**config.mk**
```make
export PLATFORM = sky130hd
export DESIGN_NAME = sha256_seq_flat
export DESIGN_NICKNAME = d
export VERILOG_FILES = /design/src/rtl/sha256_seq_if.sv /design/src/rtl/sha256_seq.sv /design/src/flat_wrapper.sv
export SDC_FILE = /design/constraint.sdc
export NUM_CORES = 2
export LEC_CHECK = 0
export CORE_MARGIN = 2
export CORE_UTILIZATION = 42
export DETAILED_ROUTE_END_ITERATION = 7
export DONT_BUFFER_PORTS = 1
export MAX_ROUTING_LAYER = met4
export SYNTH_ARGS = -nofsm -noshare
export SYNTH_HDL_FRONTEND = slang
export SYNTH_SLANG_ARGS = --single-unit
```
**constraint.sdc**
```tcl
create_clock -name clk -period 6.62 [get_ports clk]
set_input_delay 1.986 -clock clk [delete_from_list [all_inputs] [get_ports clk]]
set_output_delay 1.986 -clock clk [all_outputs]
set_load 0.02 [all_outputs]
```
**src/rtl/sha256_seq_if.sv**
```systemverilog
// CPU-side native bus between the picorv32 core and the SHA-256 sequencer.
interface sha256_seq_if;
  logic        mem_valid;
  logic [31:0] mem_addr;
  logic [31:0] mem_wdata;
  logic [3:0]  mem_wstrb;
  logic        seq_sel;
  logic        seq_ready;
  logic [31:0] seq_rdata;

  modport master (
    output mem_valid, mem_addr, mem_wdata, mem_wstrb,
    input  seq_sel, seq_ready, seq_rdata
  );

  modport slave (
    input  mem_valid, mem_addr, mem_wdata, mem_wstrb,
    output seq_sel, seq_ready, seq_rdata
  );
endinterface

```
**src/rtl/sha256_seq.sv**
```systemverilog
// Sequencer that owns the SHA-256 core register port: the CPU fills a
// 16-word block buffer and writes START, and this block streams the buffer
// into the core, triggers init/next, polls for ready with a timeout and
// copies the 256-bit digest into a CPU-readable buffer.
module sha256_seq #(
  parameter logic [31:0] ADDR           = 32'h4000_6000,
  parameter int unsigned TIMEOUT_CYCLES = 255
) (
  input  logic        clk,
  input  logic        reset,
  sha256_seq_if.slave bus,
  output logic        sha_cs,
  output logic        sha_we,
  output logic [7:0]  sha_address,
  output logic [31:0] sha_write_data,
  input  logic [31:0] sha_read_data
);

  localparam logic [7:0] TIMEOUT_LIMIT = 8'(TIMEOUT_CYCLES);

  typedef enum logic [2:0] {
    ST_IDLE,
    ST_LOAD,
    ST_TRIG,
    ST_GAP,
    ST_WAIT,
    ST_READ
  } state_t;

  state_t      state;
  logic [31:0] block_buf  [16];
  logic [31:0] digest_buf [8];
  logic [3:0]  load_idx;
  logic [2:0]  read_idx;
  logic [7:0]  wait_cnt;
  logic [7:0]  wait_cnt_next;
  logic        first_blk;
  logic        busy;
  logic        done;
  logic        err;

  logic [7:0]  offset;
  logic        bus_write;
  logic        bus_read;
  logic        hit_ctrl;
  logic        hit_status;
  logic        hit_block;
  logic        hit_digest;
  logic        start_req;

  assign bus.seq_sel   = bus.mem_valid && (bus.mem_addr[31:8] == ADDR[31:8]);
  assign bus.seq_ready = bus.seq_sel;

  assign offset     = bus.mem_addr[7:0];
  assign bus_write  = bus.seq_sel && (bus.mem_wstrb != 4'b0000);
  assign bus_read   = bus.seq_sel && (bus.mem_wstrb == 4'b0000);
  assign hit_ctrl   = (offset == 8'h00);
  assign hit_status = (offset == 8'h04);
  assign hit_block  = (offset[7:6] == 2'b01) && (offset[1:0] == 2'b00);
  assign hit_digest = (offset[7:5] == 3'b100) && (offset[1:0] == 2'b00);
  assign start_req  = bus_write && hit_ctrl && bus.mem_wdata[0];

  assign wait_cnt_next = wait_cnt + 8'd1;

  // CPU read mux; unmapped offsets and CTRL read back as zero
  always_comb begin
    bus.seq_rdata = 32'h0;
    if (bus_read) begin
      if (hit_status) begin
        bus.seq_rdata = {29'h0, err, done, busy};
      end else if (hit_block) begin
        bus.seq_rdata = block_buf[offset[5:2]];
      end else if (hit_digest) begin
        bus.seq_rdata = digest_buf[offset[4:2]];
      end
    end
  end

  // Block buffer is CPU-owned and frozen while a compression is running
  always_ff @(posedge clk) begin
    if (reset) begin
      for (int i = 0; i < 16; i++) block_buf[i] <= 32'h0;
    end else if (!busy && bus_write && hit_block) begin
      block_buf[offset[5:2]] <= bus.mem_wdata;
    end
  end

  // Sequencer FSM; core-port outputs are registered and set on entry to the state that uses them
  always_ff @(posedge clk) begin
    if (reset) begin
      state          <= ST_IDLE;
      sha_cs         <= 1'b0;
      sha_we         <= 1'b0;
      sha_address    <= 8'h00;
      sha_write_data <= 32'h0;
      busy           <= 1'b0;
      done           <= 1'b0;
      err            <= 1'b0;
      load_idx       <= 4'd0;
      read_idx       <= 3'd0;
      wait_cnt       <= 8'd0;
      first_blk      <= 1'b0;
      for (int j = 0; j < 8; j++) digest_buf[j] <= 32'h0;
    end else begin
      if (busy && bus_write && (hit_ctrl || hit_block)) begin
        err <= 1'b1;
      end
      case (state)
        ST_IDLE: begin
          sha_cs <= 1'b0;
          sha_we <= 1'b0;
          if (start_req) begin
            first_blk      <= bus.mem_wdata[1];
            busy           <= 1'b1;
            done           <= 1'b0;
            err            <= 1'b0;
            load_idx       <= 4'd0;
            state          <= ST_LOAD;
            sha_cs         <= 1'b1;
            sha_we         <= 1'b1;
            sha_address    <= 8'h10;
            sha_write_data <= block_buf[0];
          end
        end
        ST_LOAD: begin
          if (load_idx == 4'd15) begin
            state          <= ST_TRIG;
            sha_address    <= 8'h08;
            sha_write_data <= {29'h0, 1'b1, ~first_blk, first_blk};
          end else begin
            load_idx       <= load_idx + 4'd1;
            sha_address    <= {4'h1, load_idx + 4'd1};
            sha_write_data <= block_buf[load_idx + 4'd1];
          end
        end
        ST_TRIG: begin
          state  <= ST_GAP;
          sha_cs <= 1'b0;
          sha_we <= 1'b0;
        end
        ST_GAP: begin
          state       <= ST_WAIT;
          sha_cs      <= 1'b1;
          sha_we      <= 1'b0;
          sha_address <= 8'h09;
          wait_cnt    <= 8'd0;
        end
        ST_WAIT: begin
          wait_cnt <= wait_cnt_next;
          if (sha_read_data[0]) begin
            state       <= ST_READ;
            read_idx    <= 3'd0;
            sha_address <= 8'h20;
          end else if (wait_cnt_next == TIMEOUT_LIMIT) begin
            state  <= ST_IDLE;
            err    <= 1'b1;
            busy   <= 1'b0;
            done   <= 1'b0;
            sha_cs <= 1'b0;
          end
        end
        ST_READ: begin
          digest_buf[read_idx] <= sha_read_data;
          if (read_idx == 3'd7) begin
            state  <= ST_IDLE;
            busy   <= 1'b0;
            done   <= 1'b1;
            sha_cs <= 1'b0;
          end else begin
            read_idx    <= read_idx + 3'd1;
            sha_address <= {5'b00100, read_idx + 3'd1};
          end
        end
        default: begin
          state  <= ST_IDLE;
          sha_cs <= 1'b0;
          sha_we <= 1'b0;
        end
      endcase
    end
  end

endmodule
```
**src/flat_wrapper.sv**
```systemverilog
// flat-port wrapper written by rule: the top's interface ports become plain ports
module sha256_seq_flat 
#(
  parameter logic [31:0] ADDR           = 32'h4000_6000,
  parameter int unsigned TIMEOUT_CYCLES = 255
)
  (clk, reset, sha_cs, sha_we, sha_address, sha_write_data, sha_read_data, bus_mem_valid, bus_mem_addr, bus_mem_wdata, bus_mem_wstrb, bus_seq_sel, bus_seq_ready, bus_seq_rdata);
  sha256_seq_if bus_i ();
  input  logic clk;
  input  logic reset;
  output logic sha_cs;
  output logic sha_we;
  output logic [7:0] sha_address;
  output logic [31:0] sha_write_data;
  input  logic [31:0] sha_read_data;
  input wire logic [$bits(bus_i.mem_valid)-1:0] bus_mem_valid;
  input wire logic [$bits(bus_i.mem_addr)-1:0] bus_mem_addr;
  input wire logic [$bits(bus_i.mem_wdata)-1:0] bus_mem_wdata;
  input wire logic [$bits(bus_i.mem_wstrb)-1:0] bus_mem_wstrb;
  output wire logic [$bits(bus_i.seq_sel)-1:0] bus_seq_sel;
  output wire logic [$bits(bus_i.seq_ready)-1:0] bus_seq_ready;
  output wire logic [$bits(bus_i.seq_rdata)-1:0] bus_seq_rdata;
  assign bus_i.mem_valid = bus_mem_valid;
  assign bus_i.mem_addr = bus_mem_addr;
  assign bus_i.mem_wdata = bus_mem_wdata;
  assign bus_i.mem_wstrb = bus_mem_wstrb;
  assign bus_seq_sel = bus_i.seq_sel;
  assign bus_seq_ready = bus_i.seq_ready;
  assign bus_seq_rdata = bus_i.seq_rdata;
  sha256_seq #(.ADDR(ADDR), .TIMEOUT_CYCLES(TIMEOUT_CYCLES)) u_core (.clk(clk), .reset(reset), .bus(bus_i), .sha_cs(sha_cs), .sha_we(sha_we), .sha_address(sha_address), .sha_write_data(sha_write_data), .sha_read_data(sha_read_data));
endmodule
```
==> impl_metrics.toml <==
[synth]
synthXorXnorAreaFrac_pct = 0.146
async_reset_ff_share_pct = 0
syn-instance-count = 2807
synth_ff_type = "edfxtp_1"
synth.avg_cell_area_sq_um = 14.9
synth_simple_gate_area_share_pct = 15.3
synth_fa_ha_area_share_pct = 0.149
ys_seq_area_share_pct = 58.0
synth_area_sq_um = 41900
ys_seq_elements = 830
synth_edf_count = 768
synth_compound_area_share_pct = 2.50
ys_warn_count = 0
synth_top_family_by_area = "multiplexers"
synthMuxAreaShare_pct = 21.4
synth.distinct_cells = 61

[route]
drc = 0
ant_nets = 0
first_pass_iters = 7
via_count = 25600
totalWireLength_mm = 130
avgViaCountPerCell = 6.23
wl_per_cell_microns = 31.5
drt_iter0_markers = 2896

[cts]
clk_pin_slew_ns = 0.06
cts_hold_buf = 0
cts_post_setup_buffers_inserted = 0
cts_sinks = 830
cts-root-buf = "clkbuf_16"
ctsHtreeMaxLevel = 3
cts_max_path_buffers = 3
cts_made_buffers = 88
cts_tree = "done"
clkLatencyLatePin_ns = 0.66
cts-resized-gates = 0

[timing]
setup_viol = 0
slew_headroom_pct = 23.3
worst_pin_slew_ns = 1.15
fin_skew_ns = 0.0239
rsz0062_at_grt = "no"
hold_violations = 0
tns_ns = 0
min_period_over_period_pct = 92.5
drv_slew = 0
clock.fmax_mhz = 163
min_period_ns = 6.12

[min_path]
min_path_type = "flop to flop"

[critical_path]
arrival_ns = 4.14
critPathKind = "primary input to output port"
worst_setup_path_start_kind = "primary input"
critical_path_required_ns = 4.63
r2r_setup_slack_ns = 2.80
worstPathMaxFanout = 8
end_kind = "output port"

[layout]
multi_input_area_sq_um = 16800
ff_latch_area_sq_um = 24300
utilization_pct = 47.2
fin_cells = 4115
fillers = 8299
nets = 2856
drive_gt1_share_pct = 23.1
syn2layout_area_growth_pct = 11.2

[die]
die_w_microns = 320
rows = 115
dieArea_sq_um = 102000
die_height_microns = 320
start_util_pct = 42.5
core_sq_um = 98600
io_pins = 179

[global_route]
grt_overflow = 0
grt_pass1_wl_mm = 186
grt_max_degree = 201
antenna_found_initial = 7
grt_pass1_vias = 26300
grt.total_usage_pct = 26.1

[pwr]
vdd.ir_drop.worst_v = 0.000198
power_mw = 12.2
p_per_area_nw_per_um2 = 263
leakagePower_nw = 15.7

[flow_run]
maxCapViolations = 0

[run_status]
outcome = "finished, final reports clean"

[place]
io_buffers = 0
dp_hpwl_mm = 72.2
routabilityCongestion = 0.823
dp.cells = 3945
## state kept, by name (all words and copies together), names as in the netlist, 3 cells and up
register,cells
u_core.block_buf,512
u_core.sha_address,6
u_core.read_idx,3
u_core.digest_buf,256
u_core.state,3
u_core.wait_cnt,8
u_core.load_idx,4
u_core.sha_write_data,32
## layer usage
metal  share of wire [%]  track usage (%)  vias to the layer above
met5                   0                -                        -
met4                 3.6             9.79                        0
met3                  10             6.84                      301
met2                  49             42.3                     1448
met1                  37             31.4                    13300
li1                    -                -                    10600
## logic make-up (layout without fill, tap and decap cells)
family                     after synthesis  count (layout)
DFF                                    830             830
and+or+nand+nor                       1099            1099
buffers and inverters                  256             270
xor gates and xnor gates                 7               7
muxes                                  449             449
adders and majority gates                5               5
AOI/OAI and AO/OA                      160             160
other                                    1               8
## where the power goes
| group | internal (mW) | total (mW) | leakage (nW) | switching, mW |
|---|---|---|---|---|
| combinational | 0.521 | 1.04 | 6.30 | 0.515 |
| sequential | 5.96 | 6.13 | 7.97 | 0.168 |
| clock | 3.01 | 5.09 | 1.45 | 2.07 |
## critical path: stages
cell     delay [ns]
nor4b_1        0.36
nand4_1        0.27
nor3_2         0.28
nand3_1        0.42
buf_4          0.36
nor2_1         0.25
buf_4          0.20
## path summary, 6_finish.rpt
path,start,end,cells after the start
setup / recovery,bus_mem_addr[9],bus_seq_rdata[10],7
hold / removal,u_core.busy$_SDFFE_PP0P_,u_core.busy$_SDFFE_PP0P_,2
setup reg to reg,u_core.load_idx[0]$_SDFFE_PP0P_,u_core.sha_write_data[2]$_SDFFE_PP0P_,6
hold reg to reg,u_core.busy$_SDFFE_PP0P_,u_core.busy$_SDFFE_PP0P_,2
## synth_stat cells, types with 3 or more instances
library cell	n	share of area, %
mux4_2	355	19
nand2b_1	6	0.090
nand3_1	11	0.13
a21oi_1	30	0.36
and3_1	3	0.045
a31oi_1	60	0.90
and2_1	765	11
buf_1	12	0.11
nor2_1	121	1.1
clkbuf_1	182	1.6
a211oi_1	6	0.11
or3_1	4	0.060
nor4b_1	3	0.063
xor2_1	5	0.10
dfxtp_1	62	3.0
nor4_1	16	0.24
o221ai_1	26	0.54
nor3_1	20	0.24
nand2_1	94	0.84
o21ai_1	3	0.036
o21ai_0	18	0.22
edfxtp_1	768	55
mux2i_1	90	2.2
ha_1	5	0.15
nor2b_1	8	0.12
buf_4	5	0.090
or2_2	20	0.30
nand4_1	6	0.090
inv_1	4	0.036
buf_2	50	0.60
nor3_2	10	0.24
## area by class of cell
| type | count | share of cell area (%) |
|---|---|---|
| clock inverter | 46 | 1.08 |
| tap | 1287 | 3.46 |
| sequential | 830 | 52.2 |
| timing repair buffer | 101 | 1.90 |
| inverter | 5 | 0.0403 |
| clock buffer | 118 | 5.24 |
| multi-input combinational | 1722 | 36.1 |
| antenna | 6 | 0.0322 |
## metrics by stage
step                      hold WS (ns)  setup slack [ns]  cell area [sq um]
after floorplan                  0.454             0.621              41900
after global placement           0.488             0.463              43600
after detailed placement         0.502             0.473              43600
after CTS                        0.511             0.462              46600
after global routing             0.531             0.368              46600
final                            0.520             0.499              46600
## cell usage in the layout (no fill, tap or decap), types with 15 or more instances in the layout
master,count
edfxtp_1,768
nor2_1,117
o221ai_1,26
mux4_2,355
nor3_1,15
clkinv_2,19
dfxtp_1,61
buf_4,91
a31oi_1,60
mux2i_1,90
and2_1,765
clkbuf_16,92
or2_2,20
clkbuf_1,22
a21oi_1,30
nand2_1,93
Note: power is estimated with default switching activity, not from simulation.
